File: src/rtl/mux_piso_sequencer.sv
// mux_piso_sequencer: parallel-in/serial-out sequencer for an external 8:1 mux.
// It captures a byte into mux_i, walks mux_s over all eight positions, and
// registers mux_y into a framed serial stream (ser_out/ser_valid/first/last).
//
// Handshake: a word transfers on a rising edge where in_valid && in_ready;
// in_ready is high only in IDLE and never during reset; there is no buffering,
// so a word offered while busy is simply ignored.
//
// Optional feature: define MUX_PISO_PARITY_EN to append an even-parity bit
// (XOR of the eight sampled bits) as a ninth frame bit.
module mux_piso_sequencer #(
    parameter bit          MSB_FIRST  = 1'b0,
    parameter int unsigned GAP_CYCLES = 2
) (
    input  logic       clk,
    input  logic       rst_n,
    input  logic [7:0] in_data,
    input  logic       in_valid,
    output logic       in_ready,
    output logic [7:0] mux_i,
    output logic [2:0] mux_s,
    input  logic       mux_y,
    output logic       ser_out,
    output logic       ser_valid,
    output logic       ser_first,
    output logic       ser_last,
    output logic       busy
);

    typedef enum logic [1:0] {
        IDLE  = 2'd0,
        SHIFT = 2'd1,
        PAR   = 2'd2,
        GAP   = 2'd3
    } state_t;

    localparam logic [2:0] START_SEL = MSB_FIRST ? 3'd7 : 3'd0;
    // Last value of the gap counter before returning to IDLE.
    localparam logic [3:0] GAP_LAST  = (GAP_CYCLES == 0) ? 4'd0 : 4'(GAP_CYCLES - 1);

    state_t     state;
    state_t     state_nxt;
    logic [2:0] bit_cnt;
    logic [3:0] gap_cnt;
    logic       accept;
    logic       last_bit;

    assign in_ready = (state == IDLE) && rst_n;
    assign busy     = (state != IDLE);
    assign accept   = in_valid && in_ready;
    assign last_bit = (bit_cnt == 3'd7);

    // State register.
    always_ff @(posedge clk or negedge rst_n) begin
        if (!rst_n) state <= IDLE;
        else        state <= state_nxt;
    end

    // Next-state logic: IDLE -> SHIFT x8 -> (PAR) -> (GAP) -> IDLE.
    always_comb begin
        state_nxt = state;
        case (state)
            IDLE:  if (accept) state_nxt = SHIFT;
            SHIFT: begin
                if (last_bit) begin
`ifdef MUX_PISO_PARITY_EN
                    state_nxt = PAR;
`else
                    state_nxt = (GAP_CYCLES == 0) ? IDLE : GAP;
`endif
                end
            end
            PAR:   state_nxt = (GAP_CYCLES == 0) ? IDLE : GAP;
            GAP:   if (gap_cnt == GAP_LAST) state_nxt = IDLE;
            default: state_nxt = IDLE;
        endcase
    end

    // Word capture, select stepping and bit/gap counters.
    always_ff @(posedge clk or negedge rst_n) begin
        if (!rst_n) begin
            mux_i   <= 8'h00;
            mux_s   <= 3'd0;
            bit_cnt <= 3'd0;
            gap_cnt <= 4'd0;
        end else begin
            case (state)
                IDLE: begin
                    if (accept) begin
                        mux_i   <= in_data;
                        mux_s   <= START_SEL;
                        bit_cnt <= 3'd0;
                    end
                end
                SHIFT: begin
                    gap_cnt <= 4'd0;
                    // Select holds on the final position once the frame data is done.
                    if (!last_bit) begin
                        bit_cnt <= bit_cnt + 3'd1;
                        mux_s   <= MSB_FIRST ? (mux_s - 3'd1) : (mux_s + 3'd1);
                    end
                end
                PAR:     gap_cnt <= 4'd0;
                GAP:     gap_cnt <= gap_cnt + 4'd1;
                default: gap_cnt <= 4'd0;
            endcase
        end
    end

`ifdef MUX_PISO_PARITY_EN
    logic parity_acc;

    // Running XOR of the sampled mux bits; cleared when a new word is accepted.
    always_ff @(posedge clk or negedge rst_n) begin
        if (!rst_n)                parity_acc <= 1'b0;
        else if (accept)           parity_acc <= 1'b0;
        else if (state == SHIFT)   parity_acc <= parity_acc ^ mux_y;
    end
`endif

    // Serial output register: one cycle behind the select that produced the bit.
    always_ff @(posedge clk or negedge rst_n) begin
        if (!rst_n) begin
            ser_out   <= 1'b0;
            ser_valid <= 1'b0;
            ser_first <= 1'b0;
            ser_last  <= 1'b0;
        end else begin
            ser_valid <= 1'b0;
            ser_first <= 1'b0;
            ser_last  <= 1'b0;
            if (state == SHIFT) begin
                ser_out   <= mux_y;
                ser_valid <= 1'b1;
                ser_first <= (bit_cnt == 3'd0);
`ifdef MUX_PISO_PARITY_EN
                ser_last  <= 1'b0;
`else
                ser_last  <= last_bit;
`endif
            end
`ifdef MUX_PISO_PARITY_EN
            else if (state == PAR) begin
                ser_out   <= parity_acc;
                ser_valid <= 1'b1;
                ser_last  <= 1'b1;
            end
`endif
        end
    end

endmodule

File: config.mk
export PLATFORM = sky130hd
export DESIGN_NAME = mux_piso_sequencer
export DESIGN_NICKNAME = d
export VERILOG_FILES = /design/src/rtl/mux_piso_sequencer.sv
export SDC_FILE = /design/constraint.sdc
export NUM_CORES = 1
export LEC_CHECK = 0
export ABC_AREA = 0
export CORE_MARGIN = 1.5
export CORE_UTILIZATION = 45
export DETAILED_ROUTE_END_ITERATION = 10
export HOLD_SLACK_MARGIN = 0.12
export PLACE_DENSITY_LB_ADDON = 0.05
export SYNTH_ARGS = -nofsm -noshare
export SYNTH_HDL_FRONTEND = slang
export SYNTH_SLANG_ARGS = --single-unit
File: constraint.sdc
create_clock -name clk -period 1.9 [get_ports clk]
set_input_delay 0.285 -clock clk [delete_from_list [all_inputs] [get_ports clk]]
set_output_delay 0.285 -clock clk [all_outputs]
set_load 0.02 [all_outputs]
==> impl_metrics.env, run 1 <==
export IMPL_required_ns=2.11
export IMPL_fill_cells=210
export IMPL_critPathBufInv=2
export IMPL_synth_top_cell_area_share_pct=49.4
export IMPL_wl_per_cell_microns=14.0
export IMPL_placementRows=18
export IMPL_min_period_over_period_pct=93.5
export IMPL_syn_to_final_growth_pct=33.9
export IMPL_fin_cells=175
export IMPL_die_x_microns=55.0
export IMPL_tightest_slew_ns=0.366
export IMPL_cts_buffer_depth=2
export IMPL_top_usage_layer="met2"
export IMPL_ant_nets=0
export IMPL_cts_htree_levels=1
export IMPL_viasPerCell=5.28
export IMPL_synth_cell_type_count=30
export IMPL_nets=168
export IMPL_yosysWarnings=0
export IMPL_cp_max_fo=7
export IMPL_grt_antenna_before_repair=0
export IMPL_dr_pass1_iters=4
export IMPL_die_area_sq_um=3020
export IMPL_grt_use_met1_pct=24.0
export IMPL_clock_latency_ns=0.31
export IMPL_leakage_uw=0.000731
export IMPL_period_minus_slack_ns=1.78
export IMPL_ios=29
export IMPL_cp_end_kind="flip-flop"
export IMPL_use_met3_pct=2.69
export IMPL_fmax_mhz=563
export IMPL_drc_errors=0
export IMPL_tritoncts="yes"
export IMPL_numCtsBuffers=3
export IMPL_cts_sinks=24
export IMPL_synth_area_leaders="dfrtp_1 (49%), ha_1 (10%), mux2_2 (9.3%)"
export IMPL_design_core_area_sq_um=2520
export IMPL_slowest_delay_ns=0.42
export IMPL_outcome="finished, final reports clean"
export IMPL_drive_above_1_share_pct=17.9
export IMPL_grt_pass1_wl_microns=4020
export IMPL_grt_pass1_vias=899
export IMPL_multiInputGateArea_sq_um=576
export IMPL_initialDrtViolationCount=8
export IMPL_syn_inst=107
export IMPL_dp_final_hpwl_microns=1890
export IMPL_hold_viol=0
export IMPL_crit_slowest_cell="dfrtp_1"
export IMPL_rsz0062_at_grt="false"
export IMPL_path_class="reg -> reg"
export IMPL_gp_congestion=0.804
export IMPL_die_y_microns=55.0
export IMPL_cp_top_family="flip-flops"
export IMPL_setup_tns_ns=0
export IMPL_power_density_nw_per_um2=1680
export IMPL_syn_avg_cell_area_sq_um=11.4
export IMPL_postCtsHoldBufs=0
export IMPL_vias=924
export IMPL_port_buffers=28
export IMPL_cts_root_buf="clkbuf_4"
export IMPL_hold_class="in -> async"
export IMPL_routed_wl_microns=2450
export IMPL_synth_area_leader_cell="dfrtp_1"
export IMPL_start_util_pct=48.2
export IMPL_cts_setup_buffers=0
export IMPL_netlist_area_sq_um=1210
export IMPL_grt_usage_pct=19.0
export IMPL_finClkSkew_ns=0.00317
export IMPL_use_met2_pct=33.5
export IMPL_synth_seq_cells=24
export IMPL_ff_latch_area_sq_um=601
export IMPL_max_cap_violations=0
export IMPL_cp_arrival_ns=1.99
export IMPL_final_max_slew_violation_count=0
export IMPL_path_cells="inv_1 -> ha_1 -> buf_4 -> a21boi_1 -> a211oi_2 -> mux2_1"
export IMPL_relSlewSlack_pct=75.5
export IMPL_clkTransAtPathRegs_ns=0.13
export IMPL_critPathLaunchType="flip-flop"
export IMPL_overflow=0
export IMPL_setup_violations=0
export IMPL_antenna_cells=0
export IMPL_cts_resized=2
export IMPL_syn_nets=129
export IMPL_peakVddDrop_mv=1.08
export IMPL_seq_area_frac_synth_pct=49.4
export IMPL_grt_max_degree=17
export IMPL_place_inst=171
## report_power, final
| part | total, uW | switching [uW] | internal, uW |
|---|---|---|---|
| clock | 365 | 152 | 213 |
| sequential | 904 | 168 | 736 |
| combinational | 1470 | 730 | 739 |
## routing by layer
| metal | share of wire [%] | wire length (microns) |
|---|---|---|
| met5 | 0 | 0 |
| met4 | 0.61 | 15 |
| met3 | 5.4 | 133 |
| met2 | 49 | 1190 |
| met1 | 45 | 1110 |
## per-stage QoR
stage / setup WS (ns) / instance area, sq um / hold WS [ns] / total power, uW / util (%)
global route: 0.0241 / 1630 / 0.332 / 2970 / 64.5
global placement: 0.0122 / 1580 / 0.485 / 2350 / 62.8
finish: 0.123 / 1630 / 0.344 / 2740 / 64.5
CTS: 0.0177 / 1630 / 0.327 / 2770 / 64.8
floorplan: 0.243 / 1210 / -0.0106 / 1800 / -
detailed placement: 0.0190 / 1580 / 0.492 / 2410 / 62.8
## cell usage in the layout, fill, tap and decap left out, types with 2 or more instances in the layout
master / n
a21oi_1: 3
a22oi_1: 4
and2_1: 3
buf_4: 8
clkbuf_2: 2
clkbuf_4: 3
clkdlybuf4s50_1: 26
dfrtp_1: 24
ha_1: 10
inv_1: 8
mux2_2: 10
mux2i_1: 2
nand2_1: 8
nand2b_1: 2
nand3_1: 3
nor2_1: 3
nor2b_1: 3
nor3_1: 3
o21ai_0: 3
o221ai_1: 3
o22ai_1: 2
## path summary, 6_finish.rpt
kind,slack [ns],startpoint,end,depth (start not counted)
setup / recovery,0.12,state[0]$_DFFE_PN0P_,state[1]$_DFFE_PN0P_,6
hold / removal,0.34,rst_n,ser_out$_DFFE_PN0P_,2
setup reg to reg,0.12,state[0]$_DFFE_PN0P_,state[1]$_DFFE_PN0P_,6
hold reg to reg,0.52,mux_i[3]$_DFFE_PN0P_,mux_i[3]$_DFFE_PN0P_,1
max in group asynchronous,1.35,rst_n,ser_valid$_DFF_PN0_,2
min in group clk,0.52,mux_i[3]$_DFFE_PN0P_,mux_i[3]$_DFFE_PN0P_,1
## state kept, by name (all words and copies together), names as in the netlist
signal	count
mux_i	8
state	2
bit_cnt	3
gap_cnt	4
ser_out	1
ser_valid	1
mux_s	3
ser_last	1
ser_first	1
## cell usage after synthesis
cell       n
and3b_1    1
a31oi_1    1
a22oi_1    4
dfrtp_1   24
nor2_1     3
o22ai_1    2
nand3b_1   1
nor3_1     3
o21ai_0    3
mux2_1     1
nand3_1    3
a21boi_1   1
mux2i_1    2
nand2_1    8
a21oi_1    3
buf_2      1
inv_1      8
o311ai_1   1
mux2_2    10
nand4b_1   1
a22o_2     1
or3b_1     1
clkbuf_1   1
nand2b_1   2
o221ai_1   3
and2_1     3
a211oi_2   1
o211ai_1   1
ha_1      10
nor2b_1    3
## cell type report
type	instances	share of cell area, %
Tap cell	30	2.31
Inverter	8	1.85
Timing Repair Buffer	36	20.3
Clock buffer	3	1.38
Sequential cell	24	36.9
Multi-Input combinational cell	73	35.4
Clock inverter	1	1.85
## cells by family (layout without fill, tap and decap cells)
family / count (synthesis) / in the layout / share of synthesized area [%]
flops: 24 / 24 / 49.4
buf+inv: 10 / 48 / 3.19
simple gates: 29 / 29 / 12.8
mux: 13 / 13 / 11.8
compound gates: 21 / 21 / 12.5
fa+ha+maj: 10 / 10 / 10.3
Note: power is estimated with default switching activity, not from simulation.
==> run 2, diff against run 1 <==
SLEW_MARGIN = 25   (was default)
==> results of run 2 <==
No change in the layout: final DEF, timing and power equal those of run 1.
